[config.mk]
export PLATFORM = sky130hd
export DESIGN_NAME = plm_bank_scheduler
export DESIGN_NICKNAME = d
export VERILOG_FILES = /design/src/rtl/plm_sched_pkg.sv /design/src/rtl/rr_arbiter.sv /design/src/rtl/plm_bank_scheduler.sv
export SDC_FILE = /design/constraint.sdc
export NUM_CORES = 1
export LEC_CHECK = 0
export ABC_AREA = 1
export CELL_PAD_IN_SITES_DETAIL_PLACEMENT = 0
export CELL_PAD_IN_SITES_GLOBAL_PLACEMENT = 2
export CORE_MARGIN = 1
export CORE_UTILIZATION = 33
export CTS_BUF_LIST = sky130_fd_sc_hd__clkbuf_2 sky130_fd_sc_hd__clkbuf_4 sky130_fd_sc_hd__clkbuf_8
export DETAILED_ROUTE_END_ITERATION = 7
export PLACE_DENSITY = 0.95
export SYNTH_ARGS = -nofsm -noshare
export SYNTH_HDL_FRONTEND = slang
export SYNTH_SLANG_ARGS = --single-unit
[constraint.sdc]
create_clock -name clk -period 8.44 [get_ports clk]
set_input_delay 1.688 -clock clk [delete_from_list [all_inputs] [get_ports clk]]
set_output_delay 1.688 -clock clk [all_outputs]
set_load 0.05 [all_outputs]
[src/rtl/plm_sched_pkg.sv]
// Shared widths, PLM command layout and consumer-to-kernel mapping for the
// banked-PLM request scheduler.
package plm_sched_pkg;
  localparam int ADDR_W  = 4;
  localparam int VALUE_W = 8;
  localparam int N_CONS  = 8;
  localparam int N_BANKS = 4;
  localparam int N_PORTS = 2;

  localparam int NKERNELS        = N_BANKS * N_PORTS;
  localparam int BANK_BITS       = $clog2(N_BANKS);
  localparam int BANK_ADDR_WIDTH = ADDR_W - BANK_BITS;
  localparam int PLM_INPUT_WIDTH = 2 + BANK_ADDR_WIDTH + VALUE_W;
  localparam int CID_WIDTH       = $clog2(N_CONS);
  localparam int KID_WIDTH       = $clog2(NKERNELS);

  typedef struct packed {
    logic                       en;
    logic                       we;
    logic [BANK_ADDR_WIDTH-1:0] bank_addr;
    logic [VALUE_W-1:0]         wdata;
  } plm_cmd_t;

  // Bank comes from the low address bits; the port is fixed by consumer id.
  function automatic logic [KID_WIDTH-1:0] kernel_of(input logic [CID_WIDTH-1:0] consumer,
                                                     input logic [ADDR_W-1:0]    addr);
    return KID_WIDTH'((int'(addr) % N_BANKS) * N_PORTS + int'(consumer) % N_PORTS);
  endfunction
endpackage

[src/rtl/rr_arbiter.sv]
// Combinational round-robin pick: first requester at or above pivot, cyclic.
module rr_arbiter #(
  parameter int N = 8,
  parameter int W = $clog2(N)
) (
  input  logic [N-1:0] req,
  input  logic [W-1:0] pivot,
  output logic [N-1:0] gnt,
  output logic [W-1:0] winner
);
  logic [W-1:0] idx;
  logic         found;

  // N is a power of two, so pivot+i wraps modulo N by truncation.
  always_comb begin
    gnt    = '0;
    winner = '0;
    found  = 1'b0;
    idx    = '0;
    for (int i = 0; i < N; i++) begin
      idx = pivot + W'(i);
      if (!found && req[idx]) begin
        found    = 1'b1;
        gnt[idx] = 1'b1;
        winner   = idx;
      end
    end
  end
endmodule

[src/rtl/plm_bank_scheduler.sv]
// Arbitrates consumer requests onto NBANKS*NPORTS PLM kernels, registers the
// PLM commands and returns read data to the owning consumer three cycles later.
module plm_bank_scheduler
  import plm_sched_pkg::*;
#(
  parameter int ADDR_WIDTH  = ADDR_W,
  parameter int VALUE_WIDTH = VALUE_W,
  parameter int NCONSUMERS  = N_CONS,
  parameter int NBANKS      = N_BANKS,
  parameter int NPORTS      = N_PORTS
) (
  input  logic                                          clk,
  input  logic                                          reset,
  input  logic [NCONSUMERS-1:0]                         req_valid,
  input  logic [NCONSUMERS-1:0]                         req_we,
  input  logic [NCONSUMERS-1:0][ADDR_WIDTH-1:0]         req_addr,
  input  logic [NCONSUMERS-1:0][VALUE_WIDTH-1:0]        req_wdata,
  output logic [NCONSUMERS-1:0]                         req_ready,
  output logic [NBANKS*NPORTS-1:0][PLM_INPUT_WIDTH-1:0] plm_out,
  input  logic [NBANKS*NPORTS-1:0][VALUE_WIDTH-1:0]     plm_rdata,
  output logic [NCONSUMERS-1:0]                         resp_valid,
  output logic [NCONSUMERS-1:0][VALUE_WIDTH-1:0]        resp_data
);
  logic [NKERNELS-1:0][NCONSUMERS-1:0]        kreq, kgnt;
  logic [NKERNELS-1:0][CID_WIDTH-1:0]         pivot, winner;
  logic [NKERNELS-1:0]                        kany;
  plm_cmd_t [NKERNELS-1:0]                    cmd_q;
  logic [NKERNELS-1:0][1:0]                   rd_vld_pipe;
  logic [NKERNELS-1:0][1:0][CID_WIDTH-1:0]    cid_pipe;
  logic [NCONSUMERS-1:0]                      gnt_any, rsp_vld_d;
  logic [NCONSUMERS-1:0][VALUE_WIDTH-1:0]     rsp_data_d;

  always_comb begin
    kreq = '0;
    for (int k = 0; k < NKERNELS; k++)
      for (int c = 0; c < NCONSUMERS; c++)
        kreq[k][c] = req_valid[c] && (kernel_of(CID_WIDTH'(c), req_addr[c]) == KID_WIDTH'(k));
  end

  for (genvar k = 0; k < NKERNELS; k++) begin : g_arb
    rr_arbiter #(.N(NCONSUMERS), .W(CID_WIDTH)) u_arb (
      .req    (kreq[k]),
      .pivot  (pivot[k]),
      .gnt    (kgnt[k]),
      .winner (winner[k])
    );
    assign kany[k] = |kgnt[k];
  end

  always_comb begin
    gnt_any = '0;
    for (int k = 0; k < NKERNELS; k++) gnt_any |= kgnt[k];
  end

  // No handshake may complete while reset holds the datapath.
  assign req_ready = {NCONSUMERS{reset}} & gnt_any;
  assign plm_out   = cmd_q;

  always_ff @(posedge clk or negedge reset) begin
    if (!reset) begin
      pivot       <= '0;
      cmd_q       <= '0;
      rd_vld_pipe <= '0;
      cid_pipe    <= '0;
    end else begin
      for (int k = 0; k < NKERNELS; k++) begin
        if (kany[k]) pivot[k] <= winner[k] + 1'b1;
        cmd_q[k].en        <= kany[k];
        cmd_q[k].we        <= kany[k] & req_we[winner[k]];
        cmd_q[k].bank_addr <= kany[k] ? req_addr[winner[k]][ADDR_WIDTH-1:BANK_BITS] : '0;
        cmd_q[k].wdata     <= kany[k] ? req_wdata[winner[k]] : '0;
        rd_vld_pipe[k]     <= {rd_vld_pipe[k][0], kany[k] & ~req_we[winner[k]]};
        cid_pipe[k]        <= {cid_pipe[k][0], winner[k]};
      end
    end
  end

  // A consumer owns at most one kernel per cycle, so lanes never collide.
  always_comb begin
    rsp_vld_d  = '0;
    rsp_data_d = '0;
    for (int k = 0; k < NKERNELS; k++) begin
      if (rd_vld_pipe[k][1]) begin
        rsp_vld_d[cid_pipe[k][1]]  = 1'b1;
        rsp_data_d[cid_pipe[k][1]] = plm_rdata[k];
      end
    end
  end

  always_ff @(posedge clk or negedge reset) begin
    if (!reset) begin
      resp_valid <= '0;
      resp_data  <= '0;
    end else begin
      resp_valid <= rsp_vld_d;
      resp_data  <= rsp_data_d;
    end
  end
endmodule

==> results.md <==
- DRC violations left: 0
- Pwr Density: 517 nW/um2
- Crit start category: flip-flop
- Yosys warns: 0
- Final core occ: 39.7%
- Status: finished clean
- CTS tree: yes
- Share of cells above drive strength 1: 6.31%
- Final Hold Viols: 0
- Vias in the first global route: 29,000
- H-tree levels: 2
- EDFF count, synth: 0
- R2R cell count: 14
- CP Capture Type: primary output
- Initial antenna violation count: 6
- Maximum clock rate: 0.136 GHz
- Max transition margin: 14.6%
- Die Height: 284 um
- Cell count after synthesis: 4,419
- Synth cell count leaders: nand2_1 (1,291), nor2_1 (491), inv_1 (465)
- Inst Count DP: 5,636
- Post-cts sizing count: 0
- Vias per inst: 5.54
- Count of different cell masters after synthesis: 55
- Post-layout instance area: 31,300 um2
- Die area: 80,900 um2
- Detailed Place HPWL: 94,800 um
- Initial Utilization: 33.3%
- Gr ovfl total: 0
- Final net count: 4,872
- Max VDD drop: 254 uV
- Leakage: 15.6 nW
- Clock root buffer: clkbuf_8
- Hold_ws: 0.326 ns
- DR pass1 iterations: 6
- Tcrit/Tclk final: 87.4%
- Clk_skew: 0.0397 ns
- Sequential share of the synthesized area: 24.3%
- Worst setup startpoint: pivot[9]
- Skew-Pair Late Insertion Delay: 0.68 ns
- Ports: 354
- WP data required: 6.75 ns
- Clock transition at the registers of the reported paths: 0.08 ns
- Core Box Area: 79,000 um2
- Fill cells: 8,758
- CTS Buf Count: 50
- Final worst slack: 1.06 ns
- Placed cell areas: 30,200 um2
- Die Wd: 284 um
- Layout Area Growth over Synthesis: 19.0%
- Fin Setup TNS: 0 ns
- Netlist Area Pre-Place: 26,300 um2
- Top-area cell type share of the netlist area: 24.3%
- Most area-hungry cell type in the Yosys netlist: dfrtp_1
- R2r startpoint: pivot[3]
- Top post-synthesis cells by area: dfrtp_1 (24%), nand2_1 (18%), nand3_1 (7.8%)
- DR vias: 31,700
- Worst Hold Path EP: cid_pipe[3]
- Min cycle time layout: 7.38 ns
- DP Worst Slack: 1.29 ns
- Min-Delay Path Class: flip-flop to flip-flop
- Hold path depth: 0
- Most frequent cell after synthesis: nand2_1
- Top_reg_cell synth: dfrtp_1
- Drt total wl: 125,000 um
- Postcts setup bufs: 0
- Worst-margin pin slew: 1.27 ns
- RSZ-0062 raised after global routing: false
- Worst path arrival time: 5.69 ns
- Final std cells w/o fill: 5,726
- Cts hold-fix bufs: 0
- Clock sinks: 256
- Async S/R FF share, synth: 100%
- Clock buffer depth: 3
- First-pass GRT wire length: 184,000 um
- Total track usage: 29.9%
- Worst reg2reg endpoint: rd_vld_pipe[2]
- Final count of negative-setup-slack endpoints: 0
- Final ANT Viol Nets: 0
- Largest net degree at the start of global routing: 71
- Power after layout: 16.2 mW
- # port buffers: 353
- RePlAce Congestion: 0.965
- CP max FO: 23
- Routed length per instance: 21.8 um
- Maxcap violations: 0
- Iter 0 DRT Violations: 3,751
- Hold Crit Start: cid_pipe[0]
- Critical path type: flip-flop to primary output
- FF+latch count, synth: 256
- Worst reg2reg setup slack: 2.51 ns
- Mean post-synth cell area: 5.96 um2
- Final Max Tran Viols: 0
- Rows: 103
registers in the layout, summed over array words and instances (netlist names):
register	count
rd_vld_pipe	16
plm_out	96
pivot	24
resp_valid	8
resp_data	64
cid_pipe	48
worst max-delay path: stages (launching register included):
cell	delay, ns
dfrtp_1	0.73
inv_2	0.26
ha_1	0.61
inv_1	0.33
nand3_1	0.19
nand2_1	0.08
nand2_1	0.09
nand2_1	0.20
inv_2	0.15
nand4_2	0.14
nor2_4	0.49
nand2_2	0.17
or2_0	0.25
nand3_1	0.09
nor2_1	0.05
a31oi_1	0.26
clkdlybuf4s50_1	0.88
power by group:
| part | internal, mW | switching [mW] | leakage (nW) |
|---|---|---|---|
| clock network | 0.862 | 0.631 | 0.596 |
| logic | 3.43 | 9.16 | 11.8 |
| registers | 1.80 | 0.328 | 3.25 |
per-layer routing:
layer	share of wire [%]	track usage (%)	up-vias
met3	9.7	4.93	255
met1	43	41.5	14700
met2	43	46.1	1684
li1	-	-	15100
met4	4.0	11.5	2
met5	0.0080	0	-
placed cells by master, fill, tap and decap left out, types with 13 or more instances in the layout:
cell,n
nand2_1,1291
nor2_1,490
inv_1,465
nand3_1,409
o21ai_0,386
clkdlybuf4s50_1,352
dfrtp_1,256
nand4_1,195
a21oi_1,127
o211ai_1,90
nor3_1,76
ha_1,56
clkbuf_8,55
inv_2,50
o221ai_1,48
nand2_2,41
o21ai_1,32
nand3_2,27
o31ai_1,25
nor2_2,20
buf_4,16
or2_1,13
a31oi_1,13
nand3b_1,13
area by class of cell:
cell class                 count  area [um2]  share of cell area, %
multi-input combinational   3443       16900                   53.8
sequential                   256        6410                   20.4
timing repair buffer         369        3660                   11.7
inverter                     518        1950                   6.21
tap                         1050        1310                   4.19
clock buffer                  64         825                   2.63
clock inverter                23         327                   1.04
antenna                        3        7.51                 0.0240
kinds of logic (layout without fill, tap and decap cells):
group | Yosys count | count (layout) | share of synthesized area [%]
AND/OR/NAND/NOR | 2626 | 2626 | 44.6
AO/OA/AOI/OAI | 753 | 753 | 16.6
buffers and inverters | 727 | 974 | 11.8
flip-flops | 256 | 256 | 24.3
adder cells (fa/ha/maj) | 56 | 56 | 2.66
other | 1 | 11 | 0.0142
worst max path at each step:
stage	cells past startpoint	endpoint	slack (ns)
after floorplan	15	req_ready[7]	2.79
after global placement	16	req_ready[7]	1.36
after detailed placement	16	req_ready[7]	1.29
after CTS	16	req_ready[7]	1.05
after global routing	15	req_ready[7]	0.72
final	16	req_ready[7]	1.06
Note: power is estimated with default switching activity, not from simulation.
